==> config.mk <==
export PLATFORM = sky130hd
export DESIGN_NAME = apb_req_bridge_flat
export DESIGN_NICKNAME = d
export VERILOG_FILES = /design/src/rtl/apb_req_bridge_if.sv /design/src/rtl/apb_req_bridge.sv /design/src/flat_wrapper.sv
export SDC_FILE = /design/constraint.sdc
export NUM_CORES = 1
export LEC_CHECK = 0
export BUFFER_PORTS_ARGS = -buffer_cell sky130_fd_sc_hd__buf_2
export CORE_MARGIN = 2
export CORE_UTILIZATION = 43
export CTS_BUF_LIST = sky130_fd_sc_hd__clkbuf_8
export DETAILED_ROUTE_END_ITERATION = 10
export PLACE_DENSITY_LB_ADDON = 0.25
export SYNTH_ARGS = -nofsm -noshare
export SYNTH_HDL_FRONTEND = slang
export SYNTH_SLANG_ARGS = --single-unit
==> constraint.sdc <==
create_clock -name sys_clk -period 1.9 [get_ports sys_clk]
set_clock_uncertainty 0.2 [all_clocks]
set_input_delay 0.095 -clock sys_clk [delete_from_list [all_inputs] [get_ports sys_clk]]
set_output_delay 0.095 -clock sys_clk [all_outputs]
set_load 0.01 [all_outputs]
==> src/rtl/apb_req_bridge_if.sv <==
// rtl/apb_req_bridge_if.sv - command/response and APB bus bundle for apb_req_bridge
interface apb_req_bridge_if #(
    parameter int ADDR_W = 12,
    parameter int DATA_W = 32
);
    logic                  cmd_valid;
    logic                  cmd_ready;
    logic                  cmd_write;
    logic [ADDR_W-1:0]     cmd_addr;
    logic [DATA_W-1:0]     cmd_wdata;
    logic [DATA_W/8-1:0]   cmd_strb;
    logic                  rsp_valid;
    logic                  rsp_ready;
    logic [DATA_W-1:0]     rsp_rdata;
    logic                  rsp_err;
    logic                  busy;
    logic                  tim_psel;
    logic                  tim_penable;
    logic                  tim_pwrite;
    logic [ADDR_W-1:0]     tim_paddr;
    logic [DATA_W-1:0]     tim_pwdata;
    logic [DATA_W/8-1:0]   tim_pstrb;
    logic                  tim_pready;
    logic                  tim_pslverr;
    logic [DATA_W-1:0]     tim_prdata;

    modport master (
        input  cmd_valid, cmd_write, cmd_addr, cmd_wdata, cmd_strb,
        output cmd_ready,
        output rsp_valid, rsp_rdata, rsp_err,
        input  rsp_ready,
        output busy,
        output tim_psel, tim_penable, tim_pwrite, tim_paddr, tim_pwdata, tim_pstrb,
        input  tim_pready, tim_pslverr, tim_prdata
    );

    modport slave (
        output cmd_valid, cmd_write, cmd_addr, cmd_wdata, cmd_strb,
        input  cmd_ready,
        input  rsp_valid, rsp_rdata, rsp_err,
        output rsp_ready,
        input  busy,
        input  tim_psel, tim_penable, tim_pwrite, tim_paddr, tim_pwdata, tim_pstrb,
        output tim_pready, tim_pslverr, tim_prdata
    );
endinterface

==> src/rtl/apb_req_bridge.sv <==
// rtl/apb_req_bridge.sv - single-outstanding APB master bridge; APB_BRIDGE_TIMEOUT_EN adds a wait-state abort
module apb_req_bridge #(
    parameter int ADDR_W         = 12,
    parameter int DATA_W         = 32,
    parameter int TIMEOUT_CYCLES = 16
) (
    input  logic              sys_clk,
    input  logic              sys_rst_n,
    apb_req_bridge_if.master  bus
);
    typedef enum logic [1:0] {
        IDLE   = 2'd0,
        SETUP  = 2'd1,
        ACCESS = 2'd2,
        RESP   = 2'd3
    } state_t;

    state_t state;
    state_t state_nxt;
    logic   timeout_hit;
    logic   access_end;

`ifdef APB_BRIDGE_TIMEOUT_EN
    logic [7:0] wait_cnt;

    always_ff @(posedge sys_clk or negedge sys_rst_n) begin
        if (!sys_rst_n) begin
            wait_cnt <= 8'd0;
        end else if (state == SETUP) begin
            wait_cnt <= 8'd0;
        end else if (state == ACCESS && !bus.tim_pready) begin
            wait_cnt <= wait_cnt + 8'd1;
        end
    end

    // Fires on the edge that would make the count reach the limit; pready on that cycle still wins.
    assign timeout_hit = (state == ACCESS) && !bus.tim_pready &&
                         (wait_cnt == 8'(TIMEOUT_CYCLES - 1));
`else
    assign timeout_hit = 1'b0;
`endif

    assign access_end = (state == ACCESS) && (bus.tim_pready || timeout_hit);

    always_ff @(posedge sys_clk or negedge sys_rst_n) begin
        if (!sys_rst_n) begin
            state <= IDLE;
        end else begin
            state <= state_nxt;
        end
    end

    always_comb begin
        state_nxt = state;
        case (state)
            IDLE:    if (bus.cmd_valid) state_nxt = SETUP;
            SETUP:   state_nxt = ACCESS;
            ACCESS:  if (access_end) state_nxt = RESP;
            RESP:    if (bus.rsp_ready) state_nxt = IDLE;
            default: state_nxt = IDLE;
        endcase
    end

    // Status and bus controls are decoded from the next state so every output is a flop.
    always_ff @(posedge sys_clk or negedge sys_rst_n) begin
        if (!sys_rst_n) begin
            bus.cmd_ready   <= 1'b1;
            bus.busy        <= 1'b0;
            bus.rsp_valid   <= 1'b0;
            bus.rsp_err     <= 1'b0;
            bus.rsp_rdata   <= '0;
            bus.tim_psel    <= 1'b0;
            bus.tim_penable <= 1'b0;
            bus.tim_pwrite  <= 1'b0;
            bus.tim_paddr   <= '0;
            bus.tim_pwdata  <= '0;
            bus.tim_pstrb   <= '0;
        end else begin
            bus.cmd_ready   <= (state_nxt == IDLE);
            bus.busy        <= (state_nxt != IDLE);
            bus.rsp_valid   <= (state_nxt == RESP);
            bus.tim_psel    <= (state_nxt == SETUP) || (state_nxt == ACCESS);
            bus.tim_penable <= (state_nxt == ACCESS);

            if (state == IDLE && bus.cmd_valid) begin
                bus.tim_pwrite <= bus.cmd_write;
                bus.tim_paddr  <= bus.cmd_addr;
                if (bus.cmd_write) begin
                    bus.tim_pwdata <= bus.cmd_wdata;
                    bus.tim_pstrb  <= bus.cmd_strb;
                end else begin
                    bus.tim_pstrb  <= '0;
                end
            end

            if (access_end) begin
                bus.rsp_err   <= bus.tim_pready ? bus.tim_pslverr : 1'b1;
                bus.rsp_rdata <= (bus.tim_pready && !bus.tim_pwrite) ? bus.tim_prdata : '0;
            end
        end
    end
endmodule
==> src/flat_wrapper.sv <==
// flat-port wrapper written by rule: the top's interface ports become plain ports
module apb_req_bridge_flat 
#(
    parameter int ADDR_W         = 12,
    parameter int DATA_W         = 32,
    parameter int TIMEOUT_CYCLES = 16
)
  (sys_clk, sys_rst_n, bus_cmd_valid, bus_cmd_write, bus_cmd_addr, bus_cmd_wdata, bus_cmd_strb, bus_cmd_ready, bus_rsp_valid, bus_rsp_rdata, bus_rsp_err, bus_rsp_ready, bus_busy, bus_tim_psel, bus_tim_penable, bus_tim_pwrite, bus_tim_paddr, bus_tim_pwdata, bus_tim_pstrb, bus_tim_pready, bus_tim_pslverr, bus_tim_prdata);
  apb_req_bridge_if #(.ADDR_W(ADDR_W), .DATA_W(DATA_W)) bus_i ();
  input  logic sys_clk;
  input  logic sys_rst_n;
  input wire logic [$bits(bus_i.cmd_valid)-1:0] bus_cmd_valid;
  input wire logic [$bits(bus_i.cmd_write)-1:0] bus_cmd_write;
  input wire logic [$bits(bus_i.cmd_addr)-1:0] bus_cmd_addr;
  input wire logic [$bits(bus_i.cmd_wdata)-1:0] bus_cmd_wdata;
  input wire logic [$bits(bus_i.cmd_strb)-1:0] bus_cmd_strb;
  output wire logic [$bits(bus_i.cmd_ready)-1:0] bus_cmd_ready;
  output wire logic [$bits(bus_i.rsp_valid)-1:0] bus_rsp_valid;
  output wire logic [$bits(bus_i.rsp_rdata)-1:0] bus_rsp_rdata;
  output wire logic [$bits(bus_i.rsp_err)-1:0] bus_rsp_err;
  input wire logic [$bits(bus_i.rsp_ready)-1:0] bus_rsp_ready;
  output wire logic [$bits(bus_i.busy)-1:0] bus_busy;
  output wire logic [$bits(bus_i.tim_psel)-1:0] bus_tim_psel;
  output wire logic [$bits(bus_i.tim_penable)-1:0] bus_tim_penable;
  output wire logic [$bits(bus_i.tim_pwrite)-1:0] bus_tim_pwrite;
  output wire logic [$bits(bus_i.tim_paddr)-1:0] bus_tim_paddr;
  output wire logic [$bits(bus_i.tim_pwdata)-1:0] bus_tim_pwdata;
  output wire logic [$bits(bus_i.tim_pstrb)-1:0] bus_tim_pstrb;
  input wire logic [$bits(bus_i.tim_pready)-1:0] bus_tim_pready;
  input wire logic [$bits(bus_i.tim_pslverr)-1:0] bus_tim_pslverr;
  input wire logic [$bits(bus_i.tim_prdata)-1:0] bus_tim_prdata;
  assign bus_i.cmd_valid = bus_cmd_valid;
  assign bus_i.cmd_write = bus_cmd_write;
  assign bus_i.cmd_addr = bus_cmd_addr;
  assign bus_i.cmd_wdata = bus_cmd_wdata;
  assign bus_i.cmd_strb = bus_cmd_strb;
  assign bus_cmd_ready = bus_i.cmd_ready;
  assign bus_rsp_valid = bus_i.rsp_valid;
  assign bus_rsp_rdata = bus_i.rsp_rdata;
  assign bus_rsp_err = bus_i.rsp_err;
  assign bus_i.rsp_ready = bus_rsp_ready;
  assign bus_busy = bus_i.busy;
  assign bus_tim_psel = bus_i.tim_psel;
  assign bus_tim_penable = bus_i.tim_penable;
  assign bus_tim_pwrite = bus_i.tim_pwrite;
  assign bus_tim_paddr = bus_i.tim_paddr;
  assign bus_tim_pwdata = bus_i.tim_pwdata;
  assign bus_tim_pstrb = bus_i.tim_pstrb;
  assign bus_i.tim_pready = bus_tim_pready;
  assign bus_i.tim_pslverr = bus_tim_pslverr;
  assign bus_i.tim_prdata = bus_tim_prdata;
  apb_req_bridge #(.ADDR_W(ADDR_W), .DATA_W(DATA_W), .TIMEOUT_CYCLES(TIMEOUT_CYCLES)) u_core (.sys_clk(sys_clk), .sys_rst_n(sys_rst_n), .bus(bus_i));
endmodule
# == Word-level counts from Yosys, hierarchy flattened ==
# Cells that the tools add are included.
# classes
addsub,0
mul,0
n_div,0
n_lt_le_gt_ge,0
n_eq_ne,6
shift,0
n_mux,7
bitwise,0
reduce_logical,9
# op_table
operator,count
2-to-1 mux 32 bit,1
"== test 2 bit, second input constant",4
one-hot mux 2 bit (4 select lines),1
2-to-1 mux 2 bit,3
"== test 2 x 1 -> 1 bit, second input constant",2
logical NOT 2 bit,2
2-to-1 mux 4 bit,1
logical AND 1 bit,3
AND reduction 2 bit,1
nonzero test 2 bit,1
logical NOT 1 bit,1
logical OR 1 bit,1
2-to-1 mux 1 bit,1
# totals
ff_bits,89
latch_bits,0
ramBits,0
mem_bits_ro,0
input_bits,87
out_inout_bits,87
elab_cells,34
n_memories,0

# == Longest topological paths before layout ==
# logic_depth
depth_word,6
ltp_mapped,6
depth_no_buf,5

# == Worst setup path before layout ==
# OpenSTA, ideal clock, no wires.
# synth_path
kind,reg-to-reg
start,register u_core.state[1]
end,register u_core.bus.tim_psel
setup_time_ns,0.126
t_arrival_ns,1.558
slack_ns,0.016
path_stages_with_launch,6
cell_sequence,dfrtp_1 -> or3b_1 -> buf_6 -> clkbuf_1 -> and2_1 -> ha_1
# synth_via
elab_chain_cells,6
# synth_rtl
item,line,source
start: declaration,apb_req_bridge.sv:18,state_t state;
start signal: assignment,apb_req_bridge.sv:49,state <= state_nxt;
== test 2 bit,"apb_req_bridge.sv:43, apb_req_bridge.sv:55",
logical AND 1 bit,apb_req_bridge.sv:43,assign access_end = (state == ACCESS) && (bus.tim_pready || timeout_hit);
2-to-1 mux 2 bit,apb_req_bridge.sv:58,ACCESS: if (access_end) state_nxt = RESP;
one-hot mux 2 bit (4 select lines) *,apb_req_bridge.sv:55,case (state)
== test 2 x 1 -> 1 bit or == test 2 bit (tied branches),apb_req_bridge.sv:82,bus.tim_psel <= (state_nxt == SETUP) || (state_nxt == ACCESS);
logical OR 1 bit *,apb_req_bridge.sv:82,
end signal: assignment,apb_req_bridge.sv:82,
end: declaration,apb_req_bridge_if.sv:33,"output tim_psel, tim_penable, tim_pwrite, tim_paddr, tim_pwdata, tim_pstrb,"
# Every way passes the cells marked *; elsewhere a longest branch is shown, timed or not.
# A chain may end at the register's enable or synchronous reset.

# == Worst setup path in the final report ==
# layout_path
start,register u_core.state[0]
end,register u_core.bus.tim_pwdata[12]
# layout_via
elab_chain_cells,3
# layout_rtl
item,line,source
logical NOT 2 bit,apb_req_bridge.sv:85,if (state == IDLE && bus.cmd_valid) begin
logical AND 1 bit,apb_req_bridge.sv:85,
AND reduction 2 bit (no source line),-,
end signal: assignment,apb_req_bridge.sv:89,bus.tim_pwdata <= bus.cmd_wdata;
end: declaration,apb_req_bridge_if.sv:33,
# Every way passes these cells.

==> out/qor.txt <==
Flops & latches, synth: 89
Share of cells above drive strength 1: 45.07%
Die ar.: 9204 µm²
Main synth FF type: dfrtp_1
Critical-path top delay cell: or3b_4
NumNets Final: 634
Max-Cap Viols: 0
Starting density of the core: 44.24%
Top post-synthesis cells by area: dfrtp_1, mux2_4, nand2b_1, o21ai_0, mux2_2
Antenna Cells: 0
Largest net degree at the start of global routing: 66
Leakage Power: 2.951 nW
FF-to-FF setup slack: 0.05 ns
Highest clock rate: 539.1 MHz
CP Launch Type: flop
Global-route wire length before repair: 15,530 µm
Yosys top cell area share: 60.59%
Yosys warnings: 0
Synthesized area per cell: 13.17 µm²
Status: completed
Critical path arrival: 1.89 ns
Initial antenna violation count: 0
Worst EP required: 1.94 ns
Post-synthesis sequential area ratio: 61.31%
Via density: 4.614
Delay-heaviest family, CP: simple AND/OR/NAND/NOR gates
Non-filler cells, final: 653
Buf/Inv on CP: 1
Antenna Violating Nets Remaining: 0
Final WL: 10,060 µm
Largest area contributor in the netlist: dfrtp_1
Post-Synthesis Cells: 276
Distinct cells, synth: 20
Most common cell after layout, fill and taps aside: buf_2
RSZ-0062 raised after global routing: false
Number of global-route vias before repair: 3,243
Final Hold Vio Count: 0
Commonest non-fill, non-tap cells in the layout: buf_2, dfrtp_1, dlygate4sd3_1
EDFF count, synth: 0
Max incr delay on CP: 0.45 ns
Placed cell count: 550
H-tree levels: 3
Period utilization: 97.62%
R2R Path Start: u_core.state[0]$_DFF_PN0_
R2R depth: 4
Floorplan row count: 33
Footprint of the multi-input gates: 1280 µm²
Final hold slack: 0.04442 ns
Synth-to-Final Area Change: 58.83%
Clock Latency Late Sink: 0.34 ns
Core box area: 8217 µm²
Clk root buf: clkbuf_8
I/O pin total: 174
FILL cells: 609
Slew Limit Headroom: 66.08%
Maximum vdd drop: 0.8313 mV
Ys async rst share: 100.0%
Worst path depth: 4
Final Critical Period: 1.855 ns
Element type at the critical path end: flop
Remaining DRCs: 0
Max-slew violations: 0
Post-Syn Nets: 367
Post-CTS setup buffers: 0
Reg area: 2228 µm²
Clock sinks: 89
PwrDens: 1436 nW/µm²
Crit-path cells: or3b_4 > nor2_8 > buf_4 > mux2_4
Detailed Route Iter0 Violations: 110
Vias: 3,013
Die Span Y: 95.94 µm
Worst-Margin Slew: 0.5089 ns
Global route overflow: 0
Wirelength per Cell: 15.41 µm
CTS tree: done
Clk pin slew, worst setup/hold paths: 0.09 ns
Chip width: 95.94 µm
First-pass detailed-route iteration total: 4
Global placer's final weighted congestion: 0.7376
CP Class: flop to flop
Clock Tree Buf Depth: 2
Num CTS Buffers: 9
# setup viols final: 0
RR Endpoint: u_core.bus.tim_pwdata[12]$_DFFE_PN0P_
Port buffer count: 173
GRT Total Usage: 22.39%
Hold Crit Class: primary input to async pin
Post-Syn Area: 3635 µm²
DP HPWL: 6013 µm
Critical Path Fanout Max: 6
registers in the layout (all words and copies together), names as in the netlist:
signal	cells
u_core.bus.tim_pstrb	4
u_core.bus.tim_paddr	12
u_core.bus.rsp_valid	1
u_core.bus.busy	1
u_core.bus.tim_penable	1
u_core.bus.tim_pwrite	1
u_core.state	2
u_core.bus.tim_psel	1
u_core.bus.tim_pwdata	32
u_core.bus.cmd_ready	1
u_core.bus.rsp_rdata	32
u_core.bus.rsp_err	1
per-layer routing:
metal	wire, µm	vias up	track usage [%]
met2	5515	99	42.66
met1	3856	1457	24.30
met4	163	0	7.262
met3	528	15	5.168
met5	0	-	0
li1	-	1442	-
Yosys cell counts (2+ instances only):
master and number:
nand2b_1 32, ha_1 4, inv_1 3, mux2_4 29, o21ai_0 38, clkbuf_1 11, nor2b_1 2, dfrtp_1 88
nand2_1 41, mux2_2 16, buf_12 3
final cells by class:
cell class	count	share of cell area, %
well taps	105	2.276
flip-flops and latches	89	38.60
clock inverters	7	1.929
inverters	3	0.1951
clock buffers	9	2.146
multi-input cells	168	22.17
repair buffers	272	32.68
logic make-up (layout without fill, tap and decap cells):
kind of cell	Yosys count	count (layout)	share of synthesized area, %
compound gates	39	39	5.439
fa+ha+maj	4	4	1.377
buf+inv	19	291	3.546
flops	89	89	61.31
mux	45	45	16.94
simple gates	80	80	11.39
stage by stage:
step / power, mW / setup TNS (ns) / setup WS [ns] / cell area [µm²] / util, %
2_1_floorplan: 5.174 / 0 / 0.01601 / 3635 / -
3_5_place_dp: 6.624 / -0.03651 / -0.03651 / 4657 / 56.68
4_1_cts: 8.304 / 0 / 0.06395 / 5769 / 70.21
6_report: 8.290 / 0 / 0.04518 / 5773 / 70.26
3_3_place_gp: 6.477 / 0 / 0.001055 / 4657 / 56.68
5_1_grt: 8.826 / 0 / 0.004091 / 5773 / 70.26
worst max-delay path by stage:
stage / startpoint / to / slack (ns)
after CTS: u_core.state[1]$_DFF_PN0_ / u_core.bus.tim_psel$_DFF_PN0_ / 0.06
after global placement: u_core.state[1]$_DFF_PN0_ / u_core.bus.tim_psel$_DFF_PN0_ / 0.001
after detailed placement: u_core.state[1]$_DFF_PN0_ / u_core.bus.tim_psel$_DFF_PN0_ / -0.04
after global routing: u_core.state[0]$_DFF_PN0_ / u_core.bus.tim_psel$_DFF_PN0_ / 0.004
final: u_core.state[0]$_DFF_PN0_ / u_core.bus.tim_pwdata[12]$_DFFE_PN0P_ / 0.05
after floorplan: u_core.state[1]$_DFF_PN0_ / u_core.bus.tim_psel$_DFF_PN0_ / 0.02
what timing repair did:
action	in CTS	in global routing
resized for setup	2	1
hold endpoints to repair	171	0
setup endpoints to repair	1	1
hold buffers	87	0
pin swaps	0	1
power by group:
group	switching, mW	internal, mW
Combinational	1.67	1.78
Clock	0.651	0.865
Sequential	0.496	2.83
Note: power is estimated with default switching activity, not from simulation.
